===== config.mk =====
export PLATFORM = sky130hd
export DESIGN_NAME = capture_writer_flat
export DESIGN_NICKNAME = d
export VERILOG_FILES = /design/src/rtl/capture_writer_if.sv /design/src/rtl/capture_writer.sv /design/src/flat_wrapper.sv
export SDC_FILE = /design/constraint.sdc
export NUM_CORES = 2
export LEC_CHECK = 0
export CELL_PAD_IN_SITES_DETAIL_PLACEMENT = 1
export CELL_PAD_IN_SITES_GLOBAL_PLACEMENT = 1
export CORE_ASPECT_RATIO = 1.1
export CORE_MARGIN = 2
export CORE_UTILIZATION = 45
export DETAILED_ROUTE_END_ITERATION = 16
export PLACE_DENSITY_LB_ADDON = 0.1
export SYNTH_ARGS = -nofsm -noshare
export SYNTH_HDL_FRONTEND = slang
export SYNTH_SLANG_ARGS = --single-unit

===== constraint.sdc =====
create_clock -name ACLK -period 4.6 [get_ports ACLK]
set_input_delay 0.92 -clock ACLK [delete_from_list [all_inputs] [get_ports ACLK]]
set_output_delay 0.92 -clock ACLK [all_outputs]
set_load 0.005 [all_outputs]

===== src/rtl/capture_writer_if.sv =====
// AXI4 write-only bus between the frame-capture DMA master and its memory slave.
interface capture_writer_if;
  logic        M_AXI_AWID;
  logic [31:0] M_AXI_AWADDR;
  logic [7:0]  M_AXI_AWLEN;
  logic [2:0]  M_AXI_AWSIZE;
  logic [1:0]  M_AXI_AWBURST;
  logic        M_AXI_AWLOCK;
  logic [3:0]  M_AXI_AWCACHE;
  logic [2:0]  M_AXI_AWPROT;
  logic [3:0]  M_AXI_AWQOS;
  logic        M_AXI_AWUSER;
  logic        M_AXI_AWVALID;
  logic        M_AXI_AWREADY;
  logic [31:0] M_AXI_WDATA;
  logic [3:0]  M_AXI_WSTRB;
  logic        M_AXI_WLAST;
  logic        M_AXI_WUSER;
  logic        M_AXI_WVALID;
  logic        M_AXI_WREADY;
  logic        M_AXI_BID;
  logic [1:0]  M_AXI_BRESP;
  logic        M_AXI_BUSER;
  logic        M_AXI_BVALID;
  logic        M_AXI_BREADY;

  modport master (
    output M_AXI_AWID, M_AXI_AWADDR, M_AXI_AWLEN, M_AXI_AWSIZE, M_AXI_AWBURST, M_AXI_AWLOCK,
           M_AXI_AWCACHE, M_AXI_AWPROT, M_AXI_AWQOS, M_AXI_AWUSER, M_AXI_AWVALID,
           M_AXI_WDATA, M_AXI_WSTRB, M_AXI_WLAST, M_AXI_WUSER, M_AXI_WVALID, M_AXI_BREADY,
    input  M_AXI_AWREADY, M_AXI_WREADY, M_AXI_BID, M_AXI_BRESP, M_AXI_BUSER, M_AXI_BVALID
  );

  modport slave (
    input  M_AXI_AWID, M_AXI_AWADDR, M_AXI_AWLEN, M_AXI_AWSIZE, M_AXI_AWBURST, M_AXI_AWLOCK,
           M_AXI_AWCACHE, M_AXI_AWPROT, M_AXI_AWQOS, M_AXI_AWUSER, M_AXI_AWVALID,
           M_AXI_WDATA, M_AXI_WSTRB, M_AXI_WLAST, M_AXI_WUSER, M_AXI_WVALID, M_AXI_BREADY,
    output M_AXI_AWREADY, M_AXI_WREADY, M_AXI_BID, M_AXI_BRESP, M_AXI_BUSER, M_AXI_BVALID
  );
endinterface


===== src/rtl/capture_writer.sv =====
// Frame-capture DMA master: packs 0x0RGB pixels two per word into a FIFO and writes one frame
// to memory with fixed-length INCR bursts, one burst outstanding at a time.
module capture_writer #(
  parameter int unsigned C_M_AXI_DATA_WIDTH = 32,
  parameter int unsigned BURST_LEN          = 16,
  parameter int unsigned FIFO_DEPTH         = 64,
  parameter int unsigned H_PIXELS           = 640,
  parameter int unsigned V_LINES            = 480
) (
  input  logic              ACLK,
  input  logic              ARESETN,
  capture_writer_if.master  axi,
  input  logic [15:0]       PIX_DATA,
  input  logic              PIX_SOF,
  input  logic              PIX_VALID,
  output logic              PIX_READY,
  input  logic [27:0]       CAPADDR,
  input  logic              CAPON,
  input  logic              CLRDONE,
  output logic              DONE,
  output logic              BRESP_ERR
);

  localparam int unsigned NumPix     = H_PIXELS * V_LINES;
  localparam int unsigned NumBursts  = NumPix / 2 / BURST_LEN;
  localparam int unsigned PixW       = $clog2(NumPix);
  localparam int unsigned BurstW     = $clog2(NumBursts + 1);
  localparam int unsigned BeatW      = (BURST_LEN > 1) ? $clog2(BURST_LEN) : 1;
  localparam int unsigned PtrW       = $clog2(FIFO_DEPTH);
  localparam int unsigned CntW       = PtrW + 1;
  localparam logic [31:0] BurstBytes = 32'(BURST_LEN * 4);

  typedef enum logic [1:0] {StIdle, StArmed, StRun, StFlush} in_state_e;
  typedef enum logic [1:0] {StWIdle, StWAddr, StWData, StWResp} wr_state_e;

  in_state_e in_state_q, in_state_d;
  wr_state_e wr_state_q, wr_state_d;

  logic [PixW-1:0]               pix_cnt_q, pix_cnt_d;
  logic [15:0]                   pix_lo_q, pix_lo_d;
  logic [PtrW-1:0]               wr_ptr_q, wr_ptr_d, rd_ptr_q, rd_ptr_d;
  logic [CntW-1:0]               cnt_q, cnt_d;
  logic [BeatW-1:0]              beat_q, beat_d;
  logic [BurstW-1:0]             burst_cnt_q, burst_cnt_d;
  logic [31:0]                   awaddr_q, awaddr_d;
  logic                          done_q, done_d, err_q, err_d;
  logic [C_M_AXI_DATA_WIDTH-1:0] mem_q [FIFO_DEPTH];

  logic pix_ready, fifo_full, pix_fire, push, pop, arm;
  logic awvalid, wvalid, wlast, bready;
  logic aw_fire, w_fire, b_fire, frame_end;

  function automatic logic [PtrW-1:0] ptr_inc(input logic [PtrW-1:0] p);
    return (p == PtrW'(FIFO_DEPTH - 1)) ? '0 : p + PtrW'(1);
  endfunction

  assign fifo_full = (cnt_q == CntW'(FIFO_DEPTH));
  assign pix_fire  = PIX_VALID && pix_ready;
  // Words are pushed on the odd pixel of each pair; the even one waits in pix_lo_q.
  assign push      = pix_fire && (in_state_q == StRun) && pix_cnt_q[0];
  assign pop       = w_fire;
  assign arm       = (in_state_q == StIdle) && CAPON && !done_q;
  assign aw_fire   = awvalid && axi.M_AXI_AWREADY;
  assign w_fire    = wvalid && axi.M_AXI_WREADY;
  assign b_fire    = bready && axi.M_AXI_BVALID;
  assign frame_end = b_fire && (burst_cnt_q == BurstW'(NumBursts - 1));

  // State registers
  always_ff @(posedge ACLK) begin
    if (!ARESETN) begin
      in_state_q <= StIdle;
      wr_state_q <= StWIdle;
    end else begin
      in_state_q <= in_state_d;
      wr_state_q <= wr_state_d;
    end
  end

  always_comb begin
    in_state_d = in_state_q;
    unique case (in_state_q)
      StIdle:  if (arm) in_state_d = StArmed;
      StArmed: begin
        if (pix_fire && PIX_SOF) in_state_d = StRun;
        else if (!CAPON)         in_state_d = StIdle;
      end
      StRun:   if (pix_fire && pix_cnt_q == PixW'(NumPix - 1)) in_state_d = StFlush;
      StFlush: if (frame_end) in_state_d = StIdle;
      default: in_state_d = StIdle;
    endcase
  end

  always_comb begin
    wr_state_d = wr_state_q;
    unique case (wr_state_q)
      StWIdle: if (cnt_q >= CntW'(BURST_LEN)) wr_state_d = StWAddr;
      StWAddr: if (aw_fire) wr_state_d = StWData;
      StWData: if (w_fire && wlast) wr_state_d = StWResp;
      StWResp: if (b_fire) wr_state_d = StWIdle;
      default: wr_state_d = StWIdle;
    endcase
  end

  // Output decode
  always_comb begin
    pix_ready = 1'b0;
    unique case (in_state_q)
      StArmed: pix_ready = 1'b1;
      StRun:   pix_ready = !fifo_full;
      default: pix_ready = 1'b0;
    endcase
  end

  always_comb begin
    awvalid = (wr_state_q == StWAddr);
    wvalid  = (wr_state_q == StWData);
    bready  = (wr_state_q == StWResp);
    wlast   = wvalid && (beat_q == BeatW'(BURST_LEN - 1));
  end

  // Datapath next-state
  always_comb begin
    pix_cnt_d   = pix_cnt_q;
    pix_lo_d    = pix_lo_q;
    burst_cnt_d = burst_cnt_q;
    awaddr_d    = awaddr_q;
    beat_d      = beat_q;
    wr_ptr_d    = push ? ptr_inc(wr_ptr_q) : wr_ptr_q;
    rd_ptr_d    = pop ? ptr_inc(rd_ptr_q) : rd_ptr_q;
    cnt_d       = cnt_q + CntW'(push) - CntW'(pop);
    if (arm) begin
      burst_cnt_d = '0;
      awaddr_d    = {CAPADDR, 4'h0};
    end
    if (pix_fire) begin
      if (in_state_q == StArmed && PIX_SOF) begin
        pix_lo_d  = PIX_DATA;
        pix_cnt_d = PixW'(1);
      end else if (in_state_q == StRun) begin
        if (!pix_cnt_q[0]) pix_lo_d = PIX_DATA;
        pix_cnt_d = pix_cnt_q + PixW'(1);
      end
    end
    if (w_fire) beat_d = wlast ? '0 : beat_q + BeatW'(1);
    if (b_fire) begin
      burst_cnt_d = burst_cnt_q + BurstW'(1);
      awaddr_d    = awaddr_q + BurstBytes;
    end
    done_d = frame_end || (done_q && !CLRDONE);
    err_d  = (b_fire && axi.M_AXI_BRESP != 2'b00) || (err_q && !CLRDONE);
  end

  always_ff @(posedge ACLK) begin
    if (!ARESETN) begin
      pix_cnt_q   <= '0;
      pix_lo_q    <= '0;
      wr_ptr_q    <= '0;
      rd_ptr_q    <= '0;
      cnt_q       <= '0;
      beat_q      <= '0;
      burst_cnt_q <= '0;
      awaddr_q    <= '0;
      done_q      <= 1'b0;
      err_q       <= 1'b0;
    end else begin
      pix_cnt_q   <= pix_cnt_d;
      pix_lo_q    <= pix_lo_d;
      wr_ptr_q    <= wr_ptr_d;
      rd_ptr_q    <= rd_ptr_d;
      cnt_q       <= cnt_d;
      beat_q      <= beat_d;
      burst_cnt_q <= burst_cnt_d;
      awaddr_q    <= awaddr_d;
      done_q      <= done_d;
      err_q       <= err_d;
    end
  end

  always_ff @(posedge ACLK) begin
    if (push) mem_q[wr_ptr_q] <= {PIX_DATA, pix_lo_q};
  end

  assign PIX_READY = pix_ready;
  assign DONE      = done_q;
  assign BRESP_ERR = err_q;

  assign axi.M_AXI_AWID    = 1'b0;
  assign axi.M_AXI_AWUSER  = 1'b0;
  assign axi.M_AXI_WUSER   = 1'b0;
  assign axi.M_AXI_AWADDR  = awaddr_q;
  assign axi.M_AXI_AWLEN   = 8'(BURST_LEN - 1);
  assign axi.M_AXI_AWSIZE  = 3'b010;
  assign axi.M_AXI_AWBURST = 2'b01;
  assign axi.M_AXI_AWLOCK  = 1'b0;
  assign axi.M_AXI_AWCACHE = 4'b0011;
  assign axi.M_AXI_AWPROT  = 3'b000;
  assign axi.M_AXI_AWQOS   = 4'h0;
  assign axi.M_AXI_AWVALID = awvalid;
  // FIFO head shown only while a beat is offered, so WDATA idles at zero.
  assign axi.M_AXI_WDATA   = wvalid ? mem_q[rd_ptr_q] : '0;
  assign axi.M_AXI_WSTRB   = 4'hF;
  assign axi.M_AXI_WLAST   = wlast;
  assign axi.M_AXI_WVALID  = wvalid;
  assign axi.M_AXI_BREADY  = bready;

  logic unused_b;
  assign unused_b = ^{axi.M_AXI_BID, axi.M_AXI_BUSER};

endmodule


===== src/flat_wrapper.sv =====
// flat-port wrapper written by rule: the top's interface ports become plain ports
module capture_writer_flat 
#(
  parameter int unsigned C_M_AXI_DATA_WIDTH = 32,
  parameter int unsigned BURST_LEN          = 16,
  parameter int unsigned FIFO_DEPTH         = 64,
  parameter int unsigned H_PIXELS           = 640,
  parameter int unsigned V_LINES            = 480
)
  (ACLK, ARESETN, PIX_DATA, PIX_SOF, PIX_VALID, PIX_READY, CAPADDR, CAPON, CLRDONE, DONE, BRESP_ERR, axi_M_AXI_AWID, axi_M_AXI_AWADDR, axi_M_AXI_AWLEN, axi_M_AXI_AWSIZE, axi_M_AXI_AWBURST, axi_M_AXI_AWLOCK, axi_M_AXI_AWCACHE, axi_M_AXI_AWPROT, axi_M_AXI_AWQOS, axi_M_AXI_AWUSER, axi_M_AXI_AWVALID, axi_M_AXI_WDATA, axi_M_AXI_WSTRB, axi_M_AXI_WLAST, axi_M_AXI_WUSER, axi_M_AXI_WVALID, axi_M_AXI_BREADY, axi_M_AXI_AWREADY, axi_M_AXI_WREADY, axi_M_AXI_BID, axi_M_AXI_BRESP, axi_M_AXI_BUSER, axi_M_AXI_BVALID);
  capture_writer_if axi_i ();
  input  logic ACLK;
  input  logic ARESETN;
  input  logic [15:0] PIX_DATA;
  input  logic PIX_SOF;
  input  logic PIX_VALID;
  output logic PIX_READY;
  input  logic [27:0] CAPADDR;
  input  logic CAPON;
  input  logic CLRDONE;
  output logic DONE;
  output logic BRESP_ERR;
  output wire logic [$bits(axi_i.M_AXI_AWID)-1:0] axi_M_AXI_AWID;
  output wire logic [$bits(axi_i.M_AXI_AWADDR)-1:0] axi_M_AXI_AWADDR;
  output wire logic [$bits(axi_i.M_AXI_AWLEN)-1:0] axi_M_AXI_AWLEN;
  output wire logic [$bits(axi_i.M_AXI_AWSIZE)-1:0] axi_M_AXI_AWSIZE;
  output wire logic [$bits(axi_i.M_AXI_AWBURST)-1:0] axi_M_AXI_AWBURST;
  output wire logic [$bits(axi_i.M_AXI_AWLOCK)-1:0] axi_M_AXI_AWLOCK;
  output wire logic [$bits(axi_i.M_AXI_AWCACHE)-1:0] axi_M_AXI_AWCACHE;
  output wire logic [$bits(axi_i.M_AXI_AWPROT)-1:0] axi_M_AXI_AWPROT;
  output wire logic [$bits(axi_i.M_AXI_AWQOS)-1:0] axi_M_AXI_AWQOS;
  output wire logic [$bits(axi_i.M_AXI_AWUSER)-1:0] axi_M_AXI_AWUSER;
  output wire logic [$bits(axi_i.M_AXI_AWVALID)-1:0] axi_M_AXI_AWVALID;
  output wire logic [$bits(axi_i.M_AXI_WDATA)-1:0] axi_M_AXI_WDATA;
  output wire logic [$bits(axi_i.M_AXI_WSTRB)-1:0] axi_M_AXI_WSTRB;
  output wire logic [$bits(axi_i.M_AXI_WLAST)-1:0] axi_M_AXI_WLAST;
  output wire logic [$bits(axi_i.M_AXI_WUSER)-1:0] axi_M_AXI_WUSER;
  output wire logic [$bits(axi_i.M_AXI_WVALID)-1:0] axi_M_AXI_WVALID;
  output wire logic [$bits(axi_i.M_AXI_BREADY)-1:0] axi_M_AXI_BREADY;
  input wire logic [$bits(axi_i.M_AXI_AWREADY)-1:0] axi_M_AXI_AWREADY;
  input wire logic [$bits(axi_i.M_AXI_WREADY)-1:0] axi_M_AXI_WREADY;
  input wire logic [$bits(axi_i.M_AXI_BID)-1:0] axi_M_AXI_BID;
  input wire logic [$bits(axi_i.M_AXI_BRESP)-1:0] axi_M_AXI_BRESP;
  input wire logic [$bits(axi_i.M_AXI_BUSER)-1:0] axi_M_AXI_BUSER;
  input wire logic [$bits(axi_i.M_AXI_BVALID)-1:0] axi_M_AXI_BVALID;
  assign axi_M_AXI_AWID = axi_i.M_AXI_AWID;
  assign axi_M_AXI_AWADDR = axi_i.M_AXI_AWADDR;
  assign axi_M_AXI_AWLEN = axi_i.M_AXI_AWLEN;
  assign axi_M_AXI_AWSIZE = axi_i.M_AXI_AWSIZE;
  assign axi_M_AXI_AWBURST = axi_i.M_AXI_AWBURST;
  assign axi_M_AXI_AWLOCK = axi_i.M_AXI_AWLOCK;
  assign axi_M_AXI_AWCACHE = axi_i.M_AXI_AWCACHE;
  assign axi_M_AXI_AWPROT = axi_i.M_AXI_AWPROT;
  assign axi_M_AXI_AWQOS = axi_i.M_AXI_AWQOS;
  assign axi_M_AXI_AWUSER = axi_i.M_AXI_AWUSER;
  assign axi_M_AXI_AWVALID = axi_i.M_AXI_AWVALID;
  assign axi_M_AXI_WDATA = axi_i.M_AXI_WDATA;
  assign axi_M_AXI_WSTRB = axi_i.M_AXI_WSTRB;
  assign axi_M_AXI_WLAST = axi_i.M_AXI_WLAST;
  assign axi_M_AXI_WUSER = axi_i.M_AXI_WUSER;
  assign axi_M_AXI_WVALID = axi_i.M_AXI_WVALID;
  assign axi_M_AXI_BREADY = axi_i.M_AXI_BREADY;
  assign axi_i.M_AXI_AWREADY = axi_M_AXI_AWREADY;
  assign axi_i.M_AXI_WREADY = axi_M_AXI_WREADY;
  assign axi_i.M_AXI_BID = axi_M_AXI_BID;
  assign axi_i.M_AXI_BRESP = axi_M_AXI_BRESP;
  assign axi_i.M_AXI_BUSER = axi_M_AXI_BUSER;
  assign axi_i.M_AXI_BVALID = axi_M_AXI_BVALID;
  capture_writer #(.C_M_AXI_DATA_WIDTH(C_M_AXI_DATA_WIDTH), .BURST_LEN(BURST_LEN), .FIFO_DEPTH(FIFO_DEPTH), .H_PIXELS(H_PIXELS), .V_LINES(V_LINES)) u_core (.ACLK(ACLK), .ARESETN(ARESETN), .axi(axi_i), .PIX_DATA(PIX_DATA), .PIX_SOF(PIX_SOF), .PIX_VALID(PIX_VALID), .PIX_READY(PIX_READY), .CAPADDR(CAPADDR), .CAPON(CAPON), .CLRDONE(CLRDONE), .DONE(DONE), .BRESP_ERR(BRESP_ERR));
endmodule

# ---- Yosys cells after proc, flatten, opt, wreduce, memory -nomap -nowiden
# Memory sizes are Yosys's and may differ from the RTL's. A register that Yosys moved wholly into a read port is not among the register bits.
# Index checks and enable logic that the tools add are counted.
dict set report classes {
  add_sub_neg 8
  magnitude_cmp 1
  n_eq_ne 21
  muxes 29
  n_reduce_logical 31
}
# operator n
set op_table {}
lappend op_table {{32-bit 2-to-1 mux} 3}
lappend op_table {{16-bit 2-to-1 mux} 3}
lappend op_table {{19-bit 2-to-1 mux} 2}
lappend op_table {{32-bit by 7-bit adder with 32-bit output, second input constant} 1}
lappend op_table {{14-bit 2-to-1 mux} 2}
lappend op_table {{6-bit 2-to-1 mux} 4}
lappend op_table {{19-bit by 1-bit adder with 19-bit output, second input constant} 1}
lappend op_table {{19-bit == test, second input constant} 1}
lappend op_table {{2-bit 2-to-1 mux} 9}
lappend op_table {{1-bit logical AND} 17}
lappend op_table {{2-bit case mux with 4 select lines} 2}
lappend op_table {{14-bit by 1-bit adder with 14-bit output, second input constant} 1}
lappend op_table {{14-bit == test, second input constant} 1}
lappend op_table {{6-bit by 1-bit adder with 6-bit output, second input constant} 2}
lappend op_table {{6-bit == test, second input constant} 2}
lappend op_table {{2-bit inequality test, second input constant} 5}
lappend op_table {{2-bit == test, second input constant} 4}
lappend op_table {{4-bit AND reduction} 2}
lappend op_table {{7-bit by 1-bit adder with 7-bit output} 1}
lappend op_table {{7-bit == test, second input constant} 1}
lappend op_table {{7-bit by 5-bit >= comparator with 1-bit output, second input constant} 1}
lappend op_table {{7-bit by 1-bit subtractor with 7-bit output} 1}
lappend op_table {{2-bit by 1-bit inequality test with 1-bit output, second input constant} 3}
lappend op_table {{2-bit nonzero test} 3}
lappend op_table {{12 further kinds} 18}
dict set report totals {
  reg_bits 110
  ramBits 2048
  input_bits 57
  out_inout_bits 103
  word_cells 103
  memories 1
}
# name depth word_bits rd rd_clocked_by_memory_dff write_ports line
set memory_table {}
lappend memory_table {u_core.mem_q 64 32 1 1 1 capture_writer.sv:47} ;# logic [C_M_AXI_DATA_WIDTH-1:0] mem_q [FIFO_DEPTH];

# ---- Depth between registers and ports, before layout
dict set report logic_depth {
  word_depth 8
  ltp_mapped 15
  mapped_depth_nobuf 14
}

# ---- Least setup slack after synthesis
# OpenSTA, ideal clock, no wires.
dict set report synth_timing {
  path_type {input-to-reg}
  start {input port PIX_VALID}
  end {memory u_core.mem_q[63][0], enable pin}
  setup_time_ns 0.421
  arrival_time_ns 3.361
  slack_ns 0.817
  cell_stages 6
  n_path_buf 1
  cell_sequence {nand2_1 a311oi_2 and2_1 buf_2 nand3_1 nor2_1}
}
dict set report synth_between {
  elab_chain_cells 5
}
# item line
set synth_lines {}
lappend synth_lines {{start: declaration} flat_wrapper.sv:16} ;# input logic PIX_VALID;
lappend synth_lines {{1-bit logical AND} capture_writer.sv:58} ;# assign pix_fire = PIX_VALID && pix_ready;
lappend synth_lines {{1-bit logical AND (2 in a row)} capture_writer.sv:60} ;# assign push = pix_fire && (in_state_q == StRun) && pix_cnt_q[0];
lappend synth_lines {{1-bit 2-to-1 mux} capture_writer.sv:180} ;# if (push) mem_q[wr_ptr_q] <= {PIX_DATA, pix_lo_q};
lappend synth_lines {{1-bit 2-to-1 mux (not written as such)} capture_writer.sv:180}
lappend synth_lines {{end: declaration} capture_writer.sv:47}
# Every way passes these cells.

==> flow_summary_export.csv <==
group,metric,value,unit
critical_path,required,3.68,ns
pwr,switching_share,21.7,%
critical_path,r2r_slack,1.36,ns
grt,grt_max_degree,66,
worst_hold_path,hold_path_depth,3,
sta,setup_viol_count_final,0,
synthesis,ys_ff_latch,2160,
critical_path,r2r_cells,10,
synthesis,yosysMostFrequentCell,"edfxtp_1",
sta,finalHoldViolCount,0,
synthesis,async_reset_ff_share,0,%
sta,relSlewSlack,10.7,%
pwr,seqPwrFrac,51.2,%
critical_path,cp-start-kind,"flip-flop",
pwr,pwr-share-comb,7.7,%
routing,first_iter_violations,4481,
synthesis,synth_common_cells,"2048 x edfxtp_1, 562 x mux4_2, 165 x nor2_1",
die,fp.dieH,457,um
clock_network,htreeDepth,4,
grt,grt_first_pass_wirelength,345000,um
grt,grt_pass1_vias,45200,
grt,overflow,0,
critical_path,r2r-end,"u_core.mem_q[58][14]$_DFFE_PP_",
cells_and_area,utilization,54.0,%
clock_network,hold_buffers,0,
clock_network,cts_tree,"built",
pwr,p_sw,9.15,mW
cells_and_area,fin_nets,4606,
die,core_area,186000,um^2
sta,rsz0062_at_grt,"yes",
clock_network,cts_buffers,218,
synthesis,synth_area_per_cell,21.3,um^2
routing,wl,244000,um
synthesis,synth_edf_count,2048,
routing,drc,0,
sta,skew,0.0339,ns
cells_and_area,area_delta_synth_final,19.4,%
worst_hold_path,min_from,"PIX_DATA[15]",
cells_and_area,drive_gt1_share,32.9,%
synthesis,yosysWarnings,0,
clock_network,worstSkewPairLatency,0.86,ns
die,die_w,416,um
critical_path,cp_max_fo,6,
worst_hold_path,min_to,"u_core.pix_lo_q[15]$_SDFFE_PN0P_",
placed_design,io_buffers,121,
synthesis,yosysSeqAreaShare,75.9,%
routing,num_vias,43400,
synthesis,ys.flop_type,"edfxtp_1",
grt,grt_usage,25.8,%
pwr,p_int,33.0,mW
sta,fin_crit_sh,99.4,%
pwr,power.leakage,33.4,nW
sta,worst_pin_slew,1.34,ns
synthesis,synth.distinct_cells,69,
critical_path,cp.arrival,3.65,ns
worst_hold_path,hold_class,"in -> reg",
clock_network,ctsLongestPathBuffers,3,
clock_network,cts.sinks,2160,
routing,viasPerCell,6.08,
die,dieArea,190000,um^2
job,maxCapViolCount,0,
critical_path,crit_type,"reg -> out",
placed_design,place_hpwl,136000,um
synthesis,netlist_instances,3954,
pwr,total_power,42.1,mW
placed_design,gp_congestion,0.753,
synthesis,yosysTopAreaCellShare,73.2,%
routing,dr.pass1.iters,5,
routing,final_antenna_net_count,0,
pwr,powerDensity,420,nW/um^2
die,start_util,45.2,%
critical_path,timing.rr.start,"u_core.in_state_q[0]$_SDFFE_PN0P_",
die,rows,166,
clock_network,clk_pin_slew,0.06,ns
clock_network,cts_root_buffer,"clkbuf_16",
grt,antenna_found_initial,8,
synthesis,synth.cell_area,84000,um^2
critical_path,endpoint_kind,"output pin",
die,ioPinCount,160,
outcome,status,"finished clean",
sta,slew_viol_final,0,
routing,avgRoutedWirePerCell,34.2,um
sta,max_freq,219,MHz
sta,min_period,4.57,ns
pwr,vdd_drop_max,0.000372,V
synthesis,synth_area_leaders,"edfxtp_1 73%, mux4_2 15%, dfxtp_1 2.7%",
pwr,clkPwrFrac,41.1,%
synthesis,synth.largest_area_cell,"edfxtp_1",
## critical path, cell delays in order (launching register included)
cell and delay, ns:
dfxtp_4 0.40, buf_4 0.14, buf_12 0.18, buf_12 0.15
bufbuf_16 0.28, buf_12 0.10, mux4_2 0.49, mux2i_2 0.20
o22ai_1 0.12, nor3_2 0.32, nor2_1 0.11, dlygate4sd2_1 0.28
## flip-flops by register name, summed over array words and instances, names as in the netlist, 4 cells and up, named ones only
register,cells
u_core.mem_q,2048
u_core.burst_cnt_q,14
u_core.pix_lo_q,16
u_core.cnt_q,7
u_core.beat_q,4
u_core.wr_ptr_q,6
u_core.pix_cnt_q,19
u_core.rd_ptr_q,6
u_core.axi.M_AXI_AWADDR,28
## how the worst max path moves through the flow
stage	to	startpoint	slack (ns)
floorplan	u_core.mem_q[63][0]$_DFFE_PP_	PIX_VALID	0.82
global placement	axi_M_AXI_WDATA[29]	flip-flop	0.003
detailed placement	axi_M_AXI_WDATA[29]	flip-flop	0.06
CTS	axi_M_AXI_WDATA[29]	flip-flop	-0.15
global route	axi_M_AXI_WDATA[4]	flip-flop	-0.08
finish	axi_M_AXI_WDATA[4]	flip-flop	0.03
## final cells by class
type	count	area, um^2
diodes	4	10.0
clock buffers	293	5910
clock inverters	106	977
fillers	16000	85500
inverters	25	98.8
multi-input cells	1566	20000
flip-flops and latches	2160	63800
well taps	2436	3050
repair buffers	553	6520
## power by group through the flow
stage | Sequential [mW] | Combinational [mW] | Clock, mW
floorplan | 21.9 | 1.64 | 0
finish | 21.6 | 3.25 | 17.3
global route | 21.6 | 3.48 | 18.3
CTS | 21.6 | 3.26 | 17.6
detailed placement | 22.0 | 2.67 | 0
global placement | 22.0 | 2.63 | 0
## cells by family (layout without fill, tap and decap cells)
logic type | Yosys count | after routing | share of synthesized area, %
simple gates | 476 | 476 | 2.71
other cells | 2 | 40 | 0.00894
xor+xnor | 27 | 27 | 0.281
buf+inv | 262 | 977 | 1.72
flops | 2160 | 2160 | 75.9
fa+ha+maj | 25 | 25 | 0.381
mux | 690 | 690 | 16.6
compound gates | 312 | 312 | 2.42
## per-stage QoR
stage / setup slack (ns) / hold slack [ns] / area (um^2) / setup TNS (ns) / cells
after floorplan: 0.817 / 0.445 / 84200 / 0 / 3988
after global placement: 0.00276 / 0.453 / 90800 / 0 / 6603
after detailed placement: 0.0629 / 0.459 / 90800 / 0 / 6603
after CTS: -0.154 / 0.408 / 100000 / -1.39 / 7117
after global routing: -0.0792 / 0.434 / 100000 / -0.0910 / 7140
final: 0.0274 / 0.451 / 100000 / 0 / 7143
## timing repair
| action | 4_1_cts | 5_1_grt |
|---|---|---|
| pin swaps | 29 | 20 |
| gates resized for setup | 224 | 51 |
| gates cloned | 21 | 0 |
| setup endpoints to repair | 32 | 26 |
| setup buffers | 96 | 27 |
## routing by layer
layer	GRT usage [%]	wire [um]	up-vias
met1	36.0	102000	23900
met4	6.94	6480	2
met5	0	11	-
li1	-	-	17600
met3	3.65	14600	356
met2	43.0	122000	1553
## placed cells by master (no fill, tap or decap), types with 42 or more instances in the layout
cell / n
clkbuf_1: 60
buf_12: 101
nor2_1: 92
clkbuf_16: 220
nand2_1: 99
o21ai_0: 42
a21oi_1: 63
nor2_4: 66
edfxtp_1: 2048
buf_4: 270
clkdlybuf4s50_1: 74
dfxtp_1: 90
mux4_2: 562
mux2i_1: 93
Note: power is estimated with default switching activity, not from simulation.
